==> src/rtl/arb_pkg.sv <==
// Shared arbitration types and the default requester count used by the RS and FU blocks.
package arb_pkg;

    localparam int ARB_N_REQ = 16;

    typedef enum logic {
        ARB_IDLE  = 1'b0,
        ARB_GRANT = 1'b1
    } arb_state_t;

endpackage

==> src/rtl/pe.sv <==
// Lowest-set-bit priority encoder: one-hot winner, encoded index and found flag.
module pe #(
    parameter int N     = 16,
    parameter int IDX_W = $clog2(N)
) (
    input  logic [N-1:0]     bits,
    output logic [N-1:0]     onehot,
    output logic [IDX_W-1:0] idx,
    output logic             found
);

    // Isolate the lowest set bit, then OR-encode its position.
    always_comb begin
        onehot = bits & (~bits + {{(N-1){1'b0}}, 1'b1});
        idx    = {IDX_W{1'b0}};
        for (int i = 0; i < N; i++) begin
            idx = idx | (onehot[i] ? IDX_W'(i) : {IDX_W{1'b0}});
        end
        found = |bits;
    end

endmodule

==> src/rtl/rr_mask_pe.sv <==
// Round-robin winner search: pointer-masked encoder with a wrap-around fallback.
module rr_mask_pe
    import arb_pkg::*;
#(
    parameter int N_REQ = ARB_N_REQ,
    parameter int IDX_W = $clog2(N_REQ)
) (
    input  logic [N_REQ-1:0] req,
    input  logic [IDX_W-1:0] ptr,
    output logic [N_REQ-1:0] winner_onehot,
    output logic [IDX_W-1:0] winner_idx,
    output logic             found
);

    logic [N_REQ-1:0] masked_s;
    logic [N_REQ-1:0] m_oh_s;
    logic [N_REQ-1:0] u_oh_s;
    logic [IDX_W-1:0] m_idx_s;
    logic [IDX_W-1:0] u_idx_s;
    logic             m_found_s;
    logic             u_found_s;

    assign masked_s = req & ({N_REQ{1'b1}} << ptr);

    pe #(.N(N_REQ), .IDX_W(IDX_W)) u_pe_masked (
        .bits   (masked_s),
        .onehot (m_oh_s),
        .idx    (m_idx_s),
        .found  (m_found_s)
    );

    pe #(.N(N_REQ), .IDX_W(IDX_W)) u_pe_all (
        .bits   (req),
        .onehot (u_oh_s),
        .idx    (u_idx_s),
        .found  (u_found_s)
    );

    // Nothing at or above the pointer means the search wraps to the lowest request.
    always_comb begin
        if (m_found_s) begin
            winner_onehot = m_oh_s;
            winner_idx    = m_idx_s;
        end else begin
            winner_onehot = u_oh_s;
            winner_idx    = u_idx_s;
        end
        found = u_found_s;
    end

endmodule

==> src/rtl/rr_issue_arbiter.sv <==
// Round-robin issue arbiter sharing one FU port among RS entries; grant held until valid/ready.
// Build option RR_ARB_FIXED_PRIO_EN: pointer pinned at 0, giving pure lowest-index priority.
module rr_issue_arbiter
    import arb_pkg::*;
#(
    parameter int N_REQ = ARB_N_REQ,
    parameter int IDX_W = $clog2(N_REQ)
) (
    input  logic             clock,
    input  logic             reset_n,
    input  logic             flush,
    input  logic [N_REQ-1:0] req,
    input  logic             fu_ready,
    output logic             grant_valid,
    output logic [N_REQ-1:0] grant_onehot,
    output logic [IDX_W-1:0] grant_idx,
    output logic [IDX_W-1:0] rr_ptr
);

    arb_state_t       state_r;
    logic [N_REQ-1:0] grant_oh_r;
    logic [IDX_W-1:0] grant_idx_r;
    logic [IDX_W-1:0] ptr_r;

    logic             handshake_s;
    logic [N_REQ-1:0] arb_req_s;
    logic [IDX_W-1:0] ptr_next_s;
    logic [N_REQ-1:0] win_oh_s;
    logic [IDX_W-1:0] win_idx_s;
    logic             win_found_s;

    // A completed handshake retires the current winner and moves the pointer just past it.
    always_comb begin
        handshake_s = (state_r == ARB_GRANT) && fu_ready;
        if (state_r == ARB_GRANT) begin
            arb_req_s = req & ~grant_oh_r;
        end else begin
            arb_req_s = req;
        end
`ifdef RR_ARB_FIXED_PRIO_EN
        ptr_next_s = {IDX_W{1'b0}};
`else
        if (handshake_s) begin
            ptr_next_s = grant_idx_r + IDX_W'(1);
        end else begin
            ptr_next_s = ptr_r;
        end
`endif
    end

    rr_mask_pe #(.N_REQ(N_REQ), .IDX_W(IDX_W)) u_rr_mask_pe (
        .req           (arb_req_s),
        .ptr           (ptr_next_s),
        .winner_onehot (win_oh_s),
        .winner_idx    (win_idx_s),
        .found         (win_found_s)
    );

    // Grant FSM; flush wins over a coincident handshake and leaves the pointer alone.
    always_ff @(posedge clock or negedge reset_n) begin
        if (!reset_n) begin
            state_r     <= ARB_IDLE;
            grant_oh_r  <= {N_REQ{1'b0}};
            grant_idx_r <= {IDX_W{1'b0}};
            ptr_r       <= {IDX_W{1'b0}};
        end else if (flush) begin
            state_r     <= ARB_IDLE;
            grant_oh_r  <= {N_REQ{1'b0}};
            grant_idx_r <= {IDX_W{1'b0}};
        end else begin
            case (state_r)
                ARB_IDLE: begin
                    if (win_found_s) begin
                        state_r     <= ARB_GRANT;
                        grant_oh_r  <= win_oh_s;
                        grant_idx_r <= win_idx_s;
                    end
                end
                ARB_GRANT: begin
                    if (handshake_s) begin
                        ptr_r <= ptr_next_s;
                        if (win_found_s) begin
                            grant_oh_r  <= win_oh_s;
                            grant_idx_r <= win_idx_s;
                        end else begin
                            state_r     <= ARB_IDLE;
                            grant_oh_r  <= {N_REQ{1'b0}};
                            grant_idx_r <= {IDX_W{1'b0}};
                        end
                    end
                end
                default: begin
                    state_r     <= ARB_IDLE;
                    grant_oh_r  <= {N_REQ{1'b0}};
                    grant_idx_r <= {IDX_W{1'b0}};
                end
            endcase
        end
    end

    assign grant_valid  = (state_r == ARB_GRANT);
    assign grant_onehot = grant_oh_r;
    assign grant_idx    = grant_idx_r;
    assign rr_ptr       = ptr_r;

endmodule

==> config.mk <==
export PLATFORM = sky130hd
export DESIGN_NAME = rr_issue_arbiter
export DESIGN_NICKNAME = d
export VERILOG_FILES = /design/src/rtl/arb_pkg.sv /design/src/rtl/pe.sv /design/src/rtl/rr_mask_pe.sv /design/src/rtl/rr_issue_arbiter.sv
export SDC_FILE = /design/constraint.sdc
export NUM_CORES = 1
export LEC_CHECK = 0
export ABC_AREA = 1
export BUFFER_PORTS_ARGS = -buffer_cell sky130_fd_sc_hd__buf_4
export CAP_MARGIN = 20
export CORE_MARGIN = 3
export CORE_UTILIZATION = 41
export DETAILED_ROUTE_END_ITERATION = 7
export MAX_ROUTING_LAYER = met4
export PLACE_DENSITY_LB_ADDON = 0.1
export SETUP_SLACK_MARGIN = 0.02
export SYNTH_ARGS = -nofsm -noshare
export SYNTH_HDL_FRONTEND = slang
export SYNTH_HIERARCHICAL = 1
export SYNTH_SLANG_ARGS = --single-unit
==> constraint.sdc <==
create_clock -name clock -period 2.7 [get_ports clock]
set_input_delay 0.27 -clock clock [delete_from_list [all_inputs] [get_ports clock]]
set_output_delay 0.27 -clock clock [all_outputs]
set_load 0.1 [all_outputs]
==> impl_summary.log, run 1 <==
INFO  metric power_per_unit_of_standard_cell_area = 601 mW/mm^2
INFO  metric grt_overflow = 0
INFO  metric timing.hold.worst.class = input pin to flip-flop
INFO  metric grt_antenna_before_repair = 0
INFO  metric max_frequency = 371 MHz
INFO  metric cts_buffer_count = 3
INFO  metric syn_area_cell = 6.21 sq um
INFO  metric setup.worst_path.start_class = flip-flop
INFO  metric initial_core_util = 43.3%
INFO  metric slowest_delay = 500 ps
INFO  metric first_pass_grt_wire_length = 14.0 mm
INFO  metric slowest_stage = dfrtp_4
INFO  metric unrepaired_setup_endpoints_after_global_routing = true
INFO  metric postRouteWirelength = 9.32 mm
INFO  metric number_of_core_rows = 28
INFO  metric run_status = finished, final reports clean
INFO  metric first_global_vias = 2811
INFO  metric post-route-period-util = 99.7%
INFO  metric slew_headroom = 61.4%
INFO  metric nets = 555
INFO  metric gp_congestion = 0.905
INFO  metric ir_drop = 644 uV
INFO  metric clock_tree_from_tritoncts = built
INFO  metric ioPinCount = 45
INFO  metric path_class = flip-flop to flip-flop
INFO  metric worst-endpoint-required = 2870 ps
INFO  metric setup_viol_count_final = 0
INFO  metric placed_area = 0.00349 sq mm
INFO  metric detail_routed_net_length_per_standard_cell = 15.3 um
INFO  metric vias_per_cell = 5.02
INFO  metric clk_pin_slew_worst_paths = 100 ps
INFO  metric place.port_buffers = 44
INFO  metric synthesis.area = 0.00263 sq mm
INFO  metric area_delta_synth_final = 55.3%
INFO  metric ctsLongestPathBuffers = 2
INFO  metric number_of_failing_hold_endpoints_at_the_final_stage = 0
INFO  metric worst_skew_pair.late_latency = 270 ps
INFO  metric grt_max_degree = 26
INFO  metric synth.distinct_cells = 33
INFO  metric detailedPlacementHpwl = 6.75 mm
INFO  metric drt_first_pass_iters = 5
INFO  metric fin_skew = 2.94 ps
INFO  metric cts.sinks = 25
INFO  metric ant_nets = 0
INFO  metric antenna_cells = 0
INFO  metric worst_ep_arrival_time = 2860 ps
INFO  metric fin_crit = 2690 ps
INFO  metric die_footprint = 0.00740 sq mm
INFO  metric power.static_leakage = 2.17 nW
INFO  metric clock-root-buffer = clkbuf_8
INFO  metric groute.usage.overall = 24.6%
INFO  metric endpoint_kind = flip-flop
INFO  metric crit_chain = ha_4 -> inv_4 -> o21ai_4 -> buf_6 -> buf_6 -> nor2_4 -> o21a_1 -> nor2_2 -> nand2_2 -> nor2_4 -> nand3_4 -> buf_12 -> clkbuf_16 -> nand2_1 -> o21ai_1 -> nand2_1 -> a21oi_1
INFO  metric floorplan.core_area = 0.00606 sq mm
INFO  metric holdWs = 192 ps
INFO  metric drv_cap = 0
INFO  metric die_w = 86.0 um
INFO  metric die_height = 86.0 um
INFO  metric num_vias = 3053
INFO  metric drive_gt1_share = 45.6%
INFO  metric postSynthCellCount = 423
INFO  metric postSynthRegisterBits = 25
INFO  metric cts.htree.levels = 1
INFO  metric worst_pin_slew = 574 ps
INFO  metric synth-seq-area-share = 23.8%
INFO  metric design_area = 0.00408 sq mm
INFO  metric drv_slew = 0
INFO  metric critical_path_peak_fanout = 8
INFO  metric synth.net_count = 444
INFO  metric synth.yosys.warnings = 6
INFO  metric drt_drc_violations_left = 0
INFO  metric drt_first_iter_violations = 189
-- routing by layer --
layer  wire length, um  share of wire (%)  global-route usage, %  up-vias
li1                  -                  -                      -     1532
met1              4360                 47                   34.5     1409
met2              4350                 47                   39.2      101
met3               432                4.6                   2.02       11
met4               165                1.8                   4.32        0
met5                 0                  0                      -        -
-- area by class of cell --
type	instances	area, sq um
clock buffer	3	41.3
clock inverter	1	5.00
fill	566	1980
inverter	84	320
multi-input combinational	300	1930
sequential	25	639
tap	75	93.8
timing repair buffer	120	1050
-- critical path: cells and delay by family (launching register included) --
kind,cells,cell delay (ps)
buffers and inverters,5,600
AO/OA/AOI/OAI,4,500
flip-flops,1,500
adder cells (fa/ha/maj),1,280
AND/OR/NAND/NOR,7,700
-- per-stage QoR --
stage | std cells | power (mW) | setup TNS (ps) | util [%] | worst slack, ps
final | 608 | 2.45 | 0 | 67.3 | 7.46
after global routing | 608 | 2.57 | -1270 | 67.3 | -90.6
after CTS | 597 | 2.18 | 0 | 60.1 | 19.1
after detailed placement | 590 | 1.90 | -1620 | 57.5 | -204
after global placement | 590 | 1.89 | -2070 | 57.5 | -224
after floorplan | 423 | 1.43 | 0 | - | 22.1
-- flip-flops by register name (all words and copies together), names as in the netlist --
name,cells
grant_idx,4
grant_valid,1
rr_ptr,4
grant_onehot,16
-- cells by family (layout without fill, tap and decap cells) --
family	count (synthesis)	count (layout)	share of synthesized area [%]
AO/OA/AOI/OAI	73	73	16.3
XOR/XNOR	1	1	0.334
adder cells (fa/ha/maj)	1	1	0.476
buffers and inverters	98	208	16.2
flip-flops	25	25	23.8
AND/OR/NAND/NOR	225	225	42.8
-- cell usage after synthesis --
| library cell | count | area, sq um |
|---|---|---|
| o21ai_1 | 3 | 15.0 |
| inv_1 | 76 | 285 |
| or2_1 | 1 | 6.26 |
| buf_2 | 4 | 20.0 |
| o21ai_0 | 28 | 140 |
| nand2_4 | 4 | 45.0 |
| nor2_4 | 6 | 67.6 |
| nand2_2 | 3 | 18.8 |
| buf_4 | 4 | 30.0 |
| dfrtp_1 | 25 | 626 |
| nand3_2 | 6 | 60.1 |
| nor2_1 | 61 | 229 |
| clkbuf_1 | 1 | 3.75 |
| a21oi_2 | 3 | 26.3 |
| nor2_2 | 6 | 37.5 |
| a21boi_0 | 18 | 135 |
| nand2_8 | 1 | 20.0 |
| o21a_1 | 3 | 22.5 |
| nand4_1 | 2 | 12.5 |
| nor3_2 | 2 | 20.0 |
| and2_1 | 4 | 25.0 |
| nor4_1 | 2 | 12.5 |
| xor2_1 | 1 | 8.76 |
| nand3_1 | 26 | 130 |
| nand3_4 | 1 | 17.5 |
| nor3_1 | 6 | 30.0 |
| inv_2 | 8 | 30.0 |
| buf_6 | 5 | 56.3 |
| nor2_8 | 2 | 40.0 |
| nand2_1 | 90 | 338 |
| a21oi_1 | 18 | 90.1 |
| ha_1 | 1 | 12.5 |
| nand3b_1 | 2 | 15.0 |
-- where the power goes --
| group | internal (mW) | switching (mW) |
|---|---|---|
| Sequential | 0.437 | 0.0551 |
| Clock | 0.103 | 0.136 |
| Combinational | 0.603 | 1.12 |
| Total | 1.14 | 1.31 |
-- layout by cell type (no fill, tap or decap), types with 3 or more instances in the layout --
master and instances:
a21boi_0 15, a21oi_1 11, a21oi_2 9, buf_12 6
buf_4 106, buf_6 4, clkbuf_8 3, dfrtp_1 20
dfrtp_4 3, inv_1 74, inv_2 8, nand2_1 72
nand2_2 19, nand2_4 6, nand3_1 21, nand3_2 10
nor2_1 46, nor2_2 15, nor2_4 12, nor3_1 4
nor3_2 3, o21ai_0 8, o21ai_1 8, o21ai_2 12
o21ai_4 3
-- what timing repair did --
item,4_1_cts,5_1_grt
gates resized for setup,23,96
pin swaps,4,47
hold buffers,1,0
setup endpoints to repair,20,20
gates cloned,1,2
endpoints found under the hold margin,25,0
buffers inserted,1,9
-- path summary, 6_finish.rpt --
check,from,end,slack [ps],depth (start not counted)
min reg2reg,rr_ptr[0],rr_ptr[0],530,2
min,flush,grant_valid,190,2
max reg2reg,grant_idx[1],grant_onehot[1],7,17
max in group asynchronous,reset_n,grant_idx[0],1940,2
min in group asynchronous,reset_n,grant_onehot[1],460,2
max,grant_idx[1],grant_onehot[1],7,17
(Power assumes the default switching activity.)
==> inputs of run 2 (changes only) <==
==> constraint.sdc (replaced) <==
create_clock -name clock -period 2.7 [get_ports clock]
set_input_delay 0.27 -clock clock [delete_from_list [all_inputs] [get_ports clock]]
set_output_delay 0.27 -clock clock [all_outputs]
set_load 0.005 [all_outputs]
==> run 2 against run 1 <==
Critical path depth fell by 2. Setup slack improved by 95 ps. Sequential power fell by 3%. Largest cell class unchanged.
==> impl_summary.log, run 2 (synthesis results as in run 1) <==
INFO  metric drt_first_iter_violations = 163
INFO  metric final_cell_count_no_fill = 582
INFO  metric fill_cells = 601
INFO  metric startpoint = grant_idx[1]
INFO  metric postRouteWirelength = 7.90 mm
INFO  metric antenna_cells = 0
INFO  metric timing.hold.worst.class = input pin to flip-flop
INFO  metric critical_path_peak_fanout = 5
INFO  metric ant_nets = 0
INFO  metric drt_first_pass_iters = 5
INFO  metric area_delta_synth_final = 35.1%
INFO  metric ioPinCount = 45
INFO  metric worstSetupEndpoint = grant_onehot[15]
INFO  metric routed_wl_met3 = 379 um
INFO  metric die_height = 86.0 um
INFO  metric most-common-layout-cells = buf_4 (91), nand2_1 (84), inv_1 (75)
INFO  metric floorplan.core_area = 0.00606 sq mm
INFO  metric cts.sinks = 25
INFO  metric die_footprint = 0.00740 sq mm
INFO  metric fin_crit = 2600 ps
INFO  metric slowest_stage = dfrtp_1
INFO  metric slew_headroom = 58.9%
INFO  metric ctsLongestPathBuffers = 2
INFO  metric worstReg2RegStart = grant_idx[1]
INFO  metric slowest_delay = 400 ps
INFO  metric endpoint_kind = flip-flop
INFO  metric ir_drop = 231 uV
INFO  metric drv_cap = 0
INFO  metric power.share.clock = 14.4%
INFO  metric flip_flop_count_of_the_largest_register_all_copies_and_words_added = 16
INFO  metric met2_wire_length = 3.61 mm
INFO  metric unrepaired_setup_endpoints_after_global_routing = true
INFO  metric number_of_failing_hold_endpoints_at_the_final_stage = 0
INFO  metric grt_antenna_before_repair = 0
INFO  metric net_switching_component_of_the_power = 0.784 mW
INFO  metric fin_skew = 4.59 ps
INFO  metric setup.worst_path.start_class = flip-flop
INFO  metric detail_routed_net_length_per_standard_cell = 13.6 um
INFO  metric swShare = 43.8%
INFO  metric clock_tree_from_tritoncts = built
INFO  metric first_pass_grt_wire_length = 12.9 mm
INFO  metric vias_per_cell = 4.91
INFO  metric worst-r2r-setup-slack = 100 ps
INFO  metric crit_chain = ha_2 -> inv_1 -> o21ai_1 -> buf_4 -> nand2_2 -> nand2_2 -> a21boi_1 -> nor2_1 -> nand2_1 -> nor2_4 -> nand3_2 -> o21ai_0 -> buf_4 -> nand2_1 -> a21oi_2
INFO  metric timing.reg2reg.worst_path_depth = 15
INFO  metric nets = 529
INFO  metric setup_viol_count_final = 0
INFO  metric number_of_core_rows = 28
INFO  metric cts.htree.levels = 1
INFO  metric gp_congestion = 0.965
INFO  metric holdWs = 177 ps
INFO  metric path_class = flip-flop to flip-flop
INFO  metric seq_power_share = 26.5%
INFO  metric worst_ep_arrival_time = 2820 ps
INFO  metric detailedPlacementHpwl = 6.14 mm
INFO  metric drive_gt1_share = 34.7%
INFO  metric drt_drc_violations_left = 0
INFO  metric cts_buffer_count = 3
INFO  metric die_w = 86.0 um
INFO  metric grt_overflow = 0
INFO  metric worst-endpoint-required = 2920 ps
INFO  metric num_vias = 2860
INFO  metric initial_core_util = 43.3%
INFO  metric worst_pin_slew = 611 ps
INFO  metric power.share.combinational = 59.1%
INFO  metric p_total = 1.79 mW
INFO  metric max_frequency = 385 MHz
INFO  metric m1WireLength = 3.79 mm
INFO  metric clock-root-buffer = clkbuf_8
INFO  metric first_global_vias = 2718
INFO  metric clk_pin_slew_worst_paths = 110 ps
INFO  metric internal-power = 1.01 mW
INFO  metric run_status = finished, final reports clean
INFO  metric groute.usage.overall = 22.2%
INFO  metric number_of_placed_cells_counting_well_taps = 569
INFO  metric post-route-period-util = 96.2%
INFO  metric timing.rr.end = grant_onehot[15]
INFO  metric core_util_final = 58.5%
INFO  metric power_per_unit_of_standard_cell_area = 505 mW/mm^2
INFO  metric worst_skew_pair.late_latency = 290 ps
INFO  metric grt_max_degree = 41
INFO  metric commonest_non_fill_non_tap_cell_in_the_layout = buf_4
INFO  metric power.static_leakage = 1.93 nW
INFO  metric drv_slew = 0
INFO  metric route.top_layer_used = met4
INFO  metric place.port_buffers = 44
run 2: changes by cell type in the layout (fill, tap and decap cells not counted), sizes merged:
cell / before / now
buf: 117 / 93
clkbuf: 5 / 3
clkinv: 1 / 0
clkinvlp: 0 / 1
run 2: critical path, delay by kind of cell (launching register included):
kind / cells / cell delay (ps)
adders and majority gates: 1 / 320
AOI/OAI and AO/OA: 4 / 660
DFF: 1 / 400
buffers and inverters: 3 / 390
and+or+nand+nor: 7 / 760
run 2: area by class of cell:
class	instances	area (sq um)	share of cell area, %
Timing Repair Buffer	94	724	20.4
Inverter	84	315	8.89
Sequential cell	25	627	17.7
Tap cell	75	93.8	2.65
Multi-Input combinational cell	300	1740	49.0
Clock buffer	3	41.3	1.16
Clock inverter	1	7.51	0.212
run 2: timing repair:
item	in CTS	in global routing
gates cloned	0	0
resized for setup	8	52
endpoints found under the hold margin	25	0
setup endpoints to repair	13	20
buffers inserted	1	7
pin swaps	2	14
hold buffers	1	0
run 2: stage by stage:
stage | TNS, ps | worst slack (ps) | cell area [sq um]
floorplan | 0 | 254 | 2630
global route | -411 | -51.7 | 3550
CTS | 0 | 24.5 | 3340
detailed placement | -411 | -184 | 3260
finish | 0 | 103 | 3550
global placement | -174 | -128 | 3260
run 2: how the worst min path moves through the flow:
stage / slack [ps] / start / end / cells past startpoint
floorplan: -30 / reset_n / grant_idx[0] / 0
global placement: 190 / reset_n / grant_onehot[0] / 1
global route: 170 / flush / grant_valid / 2
CTS: 160 / flush / grant_valid / 2
detailed placement: 200 / reset_n / grant_onehot[0] / 1
finish: 180 / flush / grant_valid / 2
run 2: power groups by stage:
stage               registers [mW]  clock network (mW)  logic (mW)
global route                 0.485               0.274        1.16
detailed placement           0.483                   0       0.886
global placement             0.480                   0       0.886
finish                       0.475               0.257        1.06
floorplan                    0.486                   0       0.527
CTS                          0.473               0.265       0.914
run 2: per-layer routing:
metal / vias up / GRT usage, %
met5: - / -
met3: 12 / 1.83
li1: 1475 / -
met2: 83 / 35.0
met1: 1290 / 30.8
met4: 0 / 5.47
